<file path="src/rtl/pps_gen.sv">
// Programmable PPS generator: one-second period counter, pulse, flag, seconds.
// Define PPS_GEN_SYNC_EN for one-shot phase alignment to sync_flag_i.
module pps_gen #(
  parameter int CLK_FREQ      = 125000000,
  parameter int WIDTH_SHIFT   = 16,
  parameter int DEFAULT_WIDTH = 10
) (
  input  logic        clk_i,
  input  logic        rst_n_i,
  input  logic        en_i,
  input  logic [7:0]  width_i,
  input  logic        width_wr_i,
  input  logic        arm_i,
  input  logic        sync_flag_i,
  output logic        pps_o,
  output logic        pps_flag_o,
  output logic [31:0] seconds_o,
  output logic        locked_o
);

`ifdef PPS_GEN_SYNC_EN
  typedef enum logic [1:0] {
    IDLE  = 2'd0,
    RUN   = 2'd1,
    ARMED = 2'd2
  } state_t;
`else
  typedef enum logic [1:0] {
    IDLE = 2'd0,
    RUN  = 2'd1
  } state_t;
`endif

  localparam logic [31:0] TOP = 32'(CLK_FREQ - 1);
  localparam logic [39:0] LIM = 40'(CLK_FREQ - 1);

  state_t      state_q, state_d;
  logic [31:0] cnt_q, cnt_d, cnt_nxt;
  logic [7:0]  wreg_q, wreg_d;
  logic [7:0]  wact_q, wact_d;
  logic [39:0] w_full, w_lim;
  logic        start_d, pps_d, lock_d, run_d;

  assign cnt_nxt = (cnt_q == TOP) ? 32'd0 : cnt_q + 32'd1;

  always_comb begin
    state_d = state_q;
    cnt_d   = cnt_q;
    lock_d  = locked_o;
    wreg_d  = width_wr_i ? width_i : wreg_q;
    if (!en_i) begin
      state_d = IDLE;
      cnt_d   = 32'd0;
      lock_d  = 1'b0;
    end else begin
      unique case (state_q)
        IDLE: begin
          state_d = RUN;
          cnt_d   = 32'd0;
        end
        RUN: begin
          cnt_d = cnt_nxt;
`ifdef PPS_GEN_SYNC_EN
          if (arm_i) begin
            state_d = ARMED;
            lock_d  = 1'b0;
          end
`endif
        end
`ifdef PPS_GEN_SYNC_EN
        ARMED: begin
          if (sync_flag_i) begin
            state_d = RUN;
            cnt_d   = 32'd0;
            lock_d  = 1'b1;
          end else begin
            cnt_d = cnt_nxt;
          end
        end
`endif
        default: begin
          state_d = IDLE;
          cnt_d   = 32'd0;
        end
      endcase
    end
    run_d   = (state_d != IDLE);
    start_d = run_d && (cnt_d == 32'd0);
    wact_d  = start_d ? wreg_d : wact_q;
    w_full  = {32'd0, wact_d} << WIDTH_SHIFT;
    // Clamp so the pin always sees at least one low cycle per period.
    w_lim   = (w_full > LIM) ? LIM : w_full;
    pps_d   = run_d && ({8'd0, cnt_d} < w_lim);
  end

  always_ff @(posedge clk_i or negedge rst_n_i) begin
    if (!rst_n_i) begin
      state_q    <= IDLE;
      cnt_q      <= 32'd0;
      wreg_q     <= 8'(DEFAULT_WIDTH);
      wact_q     <= 8'(DEFAULT_WIDTH);
      pps_o      <= 1'b0;
      pps_flag_o <= 1'b0;
      seconds_o  <= 32'd0;
    end else begin
      state_q    <= state_d;
      cnt_q      <= cnt_d;
      wreg_q     <= wreg_d;
      wact_q     <= wact_d;
      pps_o      <= pps_d;
      pps_flag_o <= start_d;
      seconds_o  <= seconds_o + {31'd0, pps_flag_o};
    end
  end

`ifdef PPS_GEN_SYNC_EN
  always_ff @(posedge clk_i or negedge rst_n_i) begin
    if (!rst_n_i) locked_o <= 1'b0;
    else          locked_o <= lock_d;
  end
`else
  logic unused_sync;
  assign unused_sync = arm_i ^ sync_flag_i ^ lock_d;
  assign locked_o    = 1'b0;
`endif

endmodule
</file>
<file path="config.mk">
export PLATFORM = sky130hd
export DESIGN_NAME = pps_gen
export DESIGN_NICKNAME = d
export VERILOG_FILES = /design/src/rtl/pps_gen.sv
export SDC_FILE = /design/constraint.sdc
export NUM_CORES = 1
export LEC_CHECK = 0
export CORE_MARGIN = 1.5
export CORE_UTILIZATION = 46
export CTS_BUF_LIST = sky130_fd_sc_hd__clkbuf_4 sky130_fd_sc_hd__clkbuf_8
export CTS_CLUSTER_SIZE = 28
export DETAILED_ROUTE_END_ITERATION = 16
export PLACE_DENSITY = 0.7
export SETUP_SLACK_MARGIN = 0.2
export SYNTH_ARGS = -nofsm -noshare
export SYNTH_HDL_FRONTEND = slang
export SYNTH_SLANG_ARGS = --single-unit
</file>
<file path="constraint.sdc">
create_clock -name clk_i -period 3.9 [get_ports clk_i]
set_input_delay 0.975 -clock clk_i [delete_from_list [all_inputs] [get_ports clk_i]]
set_output_delay 0.975 -clock clk_i [all_outputs]
set_load 0.05 [all_outputs]
</file>
* Word level (Yosys, flattened, before mapping)
Cells that the tools add are included.
** Operators by class
- Equal/unequal tests :: 2
- Muxes and demuxes :: 8
- Magnitude comparators :: 2
- Reductions and logical operators :: 5
- Add/sub/neg operators :: 2
** Operators by type and width (number)
- $mux W32 :: 3
- $add A32 B1 Y32 :: 1
- $add A32 B1 Y32 const B :: 1
- $eq A32 B27 Y1 const B :: 1
- $logic_not A32 Y1 :: 1
- $lt A32 B27 Y1 :: 1
- $gt A24 B27 Y1 const B :: 1
- $mux W27 :: 1
- $mux W8 :: 2
- $pmux W2 S2 :: 1
- $eq A2 B1 Y1 const B :: 1
- $logic_and A1 B1 Y1 :: 2
- $logic_not A2 Y1 :: 1
- $mux W2 :: 1
- $reduce_bool A2 Y1 :: 1
** Storage, ports and cells
- Output and inout bits :: 35
- Bits in registers :: 84

* Logic depth before layout (Yosys ltp)
- Depth after elaboration :: 11
- Depth in mapped cells :: 20
- Mapped depth without buffers :: 17

* Worst setup path after synthesis
No wires, ideal clock.
- Path kind :: register -> register
- Start point :: reg cnt_q[1]
- End point :: reg pps_o
- Buffers on the path :: 2
- Setup time :: 95 ps
- Cell stages (with the launch flop) :: 20
- Setup slack :: -94 ps
- Data required time :: 3805 ps
- Arrival :: 3899 ps
- Cells stage by stage :: dfrtp_1 ha_1 nand2_1 or4_1 buf_2 or3_1 o31ai_2 o21ai_1 nor4b_4 a21oi_2 buf_6 mux2i_1 ha_1 a21oi_1 nor2b_1 o21ai_0 nand4b_1 a21oi_1 nand2_1 o31ai_1
** On the way
- Longest elaborated chain between the ends :: 11
** Ends and longest elaborated chain
- start, declared :: line 38 : logic [31:0] cnt_q, cnt_d, cnt_nxt;
- start signal, assigned :: line 107 : cnt_q <= cnt_d;
- $add A32 B1 Y32 or $eq A32 B27 Y1 (tied branches) :: line 44 : assign cnt_nxt = (cnt_q == TOP) ? 32'd0 : cnt_q + 32'd1;
- $mux W32 (*) :: line 44
- $mux W32 (*) :: line 56 : unique case (state_q)
- $mux W32 (*) :: line 51 : if (!en_i) begin
- $logic_not A32 Y1 :: line 88 : start_d = run_d && (cnt_d == 32'd0);
- $logic_and A1 B1 Y1 :: line 88
- $mux W8 :: line 89 : wact_d = start_d ? wreg_d : wact_q;
- $gt A24 B27 Y1 :: line 92 : w_lim = (w_full > LIM) ? LIM : w_full;
- $mux W27 :: line 92
- $lt A32 B27 Y1 (*) :: line 93 : pps_d = run_d && ({8'd0, cnt_d} < w_lim);
- $logic_and A1 B1 Y1 (*) :: line 93
- net pps_d :: line 42 : logic start_d, pps_d, lock_d, run_d;
- end signal, assigned :: line 110 : pps_o <= pps_d;
- end, declared :: line 15 : output logic pps_o,
Mark *: on every way through the listed nets, which the timed path passes. The rest lies on a longest branch.

* Final worst setup path
- Start point :: reg cnt_q[0]
- End point :: reg pps_o
Same word-level chain as after synthesis.

==> run metrics <==
Worst Max-Slew Pin Slew 1030 ps; DR vias/cell 5.36; WL/cell 15.1 um; GRT Total Usage 0.207; adder-cell area share of the yosys netlist 0.0271; asr flop ratio synth 1.00; Synth Area in Simple Gates 0.245; Synth Area in Compound Gates 0.0534; Fill cells 795; largest family of logic cells by synthesized area simple AND/OR/NAND/NOR gates; HPWL after detailed placement 7240 um; Synth cell types a little over 60; r2r setup slk -20 ps; Metal-1 WL 4750 um; Crit. Startpoint cnt_q[0]; Core Area 9770 um2; total CTS buffers 9; Layout Utilization 0.604; Post-synth EDFFs 0; # IOs between 40 and 50; final worst slack -21.6 ps; Total Power 2.00 mW; fin. max-slew vios 0; max_slew headroom 0.312; Hold Path Class register to register; clock slew at reported path FFs 90 ps; status complete, but fails checks; Worst VDD drop 304 uV; port bufs 45; Post-Layout Cell Count 683; Seq cells post-synth 84; Reg2Reg Depth 20; Die H 103 um; GRT overflow 0; TritonCTS clock tree yes; R2R Path End pps_o; worst clock skew 11.7 ps; ANT nets after route 0; crit end category register; multiplexer share of the synthesized area 0.0623; Cells after DPL 657; clk_lat worst skew ~360 ps; CP most frequent cell buf_4; Final min period slightly below 4000 ps; crit-path max FO 6; cell family with most CP delay compound AO/OA/AOI/OAI gates; leakage 2.52 nW; Syn Inst Count between 400 and 500; initial DRC count ~190; H-tree depth 3; clock sinks 84; count of final setup violators 1; initial antenna violation count 0; yosys synthesis warning count 0; Via Count 3660; Setup crit start kind register; failing checks negative setup slack; Worst Hold End seconds_o[31]; Die X 103 um; design area about 5900 um2; Die ar. between 10000 and 15000 um2; reg-to-reg startpoint cnt_q[0]; cell area after synthesis 4620 um2; GPL Wtd Cong roughly 0.93; uppermost layer routed met4; Post-Syn Area per Cell 10.3 um2; Primary FF master, synth dfrtp_1; Hold Path Origin seconds_o[31]; pwr/cell area between 300 and 400 nW/um2; Synth-to-Final Area Change 27.8%; vias in the first global route 3554; Critical Path AT between 4000 and 5000 ps; std cell rows 36; Critical Path RT 4170 ps; CTS root buffer clkbuf_8; hold bufs inserted after CTS 0; max frequency 0.255 GHz; crit-path max cell delay 410 ps; DR WL met3 400 um; WL met2 5000 um; critical-path cell list buf_4 -> nand3_1 -> buf_4 -> nor4_1 -> buf_4 -> a21oi_1 -> o31ai_4 -> o21ai_2 -> buf_4 -> nor4b_4 -> a21oi_4 -> mux2i_1 -> ha_1 -> a21oi_2 -> nor2b_1 -> o21ai_1 -> nand4b_1 -> a21oi_2 -> nand2_1 -> o31ai_2; Hold Crit Depth 1; pin count of the biggest net entering global routing 85; layout cell share with drive strength beyond 1 0.262; Bufs on Longest Clock Path 2; DP Area 5490 um2; Routed WL 10300 um; Final Cycle Share 1.01; register area share after synthesis 0.456; WP buf/inv 4; max cap viols 0; RSZ-0062 raised after global routing yes; Final Hold Fails 0; kind of critical path register to register; Fin Setup TNS -21.6 ps; global-route wire length before repair 17000 um; slowest stage cell, crit path dfrtp_1; Final #Nets 569; Initial Util 0.472; DRT Pass-1 Iters 4; XOR/XNOR share of the synthesized area 0.114; worst hold margin ~470 ps; DR DRC count 0; Post-Place Worst Slack -368 ps; Ant. Diodes 0
how the worst max path moves through the flow:
stage | end | slack, ps | cells past startpoint
after global placement | pps_o | -250 | 16
after floorplan | pps_o | 120 | 19
final | pps_o | -20 | 20
after detailed placement | pps_o | -370 | 16
after CTS | pps_o | 20 | 18
after global routing | pps_o | -190 | 20
per-layer routing:
layer,GRT usage,up-vias
met5,0,-
met2,0.322,81
met4,0.0769,0
met1,0.289,1785
li1,-,1777
met3,0.0383,17
layout make-up:
type / count / area (um2) / share of cell area
multi-input cells: 337 / 2470 / 0.418
well taps: 133 / 166 / 0.0282
flip-flops and latches: 84 / 2110 / 0.358
inverters: 9 / 33.8 / 0.00573
clock inverters: 7 / 105 / 0.0178
clock buffers: 9 / 124 / 0.0210
repair buffers: 104 / 895 / 0.152
synthesized netlist by cell type, types with 2 or more instances:
library cell,count,share of area
and2_1,5,0.0068
o2111ai_1,5,0.0095
and3_1,11,0.015
mux2_2,14,0.034
or4_1,3,0.0049
dfrtp_1,80,0.43
nand3_1,25,0.027
nor4_1,7,0.0095
inv_1,9,0.0073
or2_2,5,0.0068
nand4b_1,3,0.0057
nor2_1,51,0.041
and4_1,5,0.0095
clkbuf_1,6,0.0049
buf_6,4,0.0098
xor2_1,19,0.036
o211ai_1,3,0.0049
buf_2,4,0.0043
xnor2_1,41,0.078
ha_1,10,0.027
o21ai_0,3,0.0033
a21oi_1,6,0.0065
nor4b_1,2,0.0038
a21o_1,2,0.0033
nor3_1,11,0.012
or3_2,2,0.0033
nor2b_1,5,0.0068
nand3_2,2,0.0043
clkbuf_8,2,0.0060
nor4bb_1,2,0.0043
mux2i_1,10,0.022
nand2_1,36,0.029
and3_2,3,0.0049
dfstp_2,4,0.023
mux2_4,2,0.0065
nand4_1,18,0.024
o21a_1,2,0.0033
placed cells by master, fill, tap and decap left out, types with 5 or more instances in the layout:
master / n
inv_1: 9
mux2_2: 14
nor3_1: 10
nand2_1: 35
and3_1: 11
clkbuf_8: 9
nand3_1: 24
or2_2: 5
nor2_1: 48
ha_1: 9
xor2_1: 19
mux2i_1: 9
and2_1: 5
buf_4: 59
xnor2_1: 40
clkdlybuf4s50_1: 44
dfrtp_1: 78
and4_1: 5
nand4_1: 18
cells by family (layout without fill, tap and decap cells):
| logic type | count (synthesis) | count (layout) |
|---|---|---|
| adder cells (fa/ha/maj) | 10 | 10 |
| other | 1 | 2 |
| flip-flops | 84 | 84 |
| XOR/XNOR | 60 | 60 |
| multiplexers | 26 | 26 |
| buffers and inverters | 27 | 129 |
| AO/OA/AOI/OAI | 33 | 33 |
| AND/OR/NAND/NOR | 206 | 206 |
power by group:
group          internal [mW]  switching (mW)  leakage, nW
Clock                  0.373           0.347        0.118
Sequential             0.930          0.0430         1.11
Combinational          0.122           0.186         1.29
Total                   1.43           0.576         2.52
sequential cells by signal, indices dropped and copies added (netlist names):
| register | flops |
|---|---|
| pps_o | 1 |
| pps_flag_o | 1 |
| wact_q | 8 |
| wreg_q | 8 |
| seconds_o | 32 |
| cnt_q | 32 |
| state_q | 2 |
worst register-to-register path, delay by kind of cell (launching register included):
family                   cells  cell delay [ps]
AO/OA/AOI/OAI                8             1240
adder cells (fa/ha/maj)      1              310
buffers and inverters        4              660
flip-flops                   1              410
multiplexers                 1              140
AND/OR/NAND/NOR              6             1070
repair_timing:
item,in CTS,in global routing
setup buffers,6,4
endpoints found under the hold margin,0,0
setup endpoints to repair,1,1
gates resized for setup,16,6
pin swaps,8,7
Power figures use the tool's default switching activity.
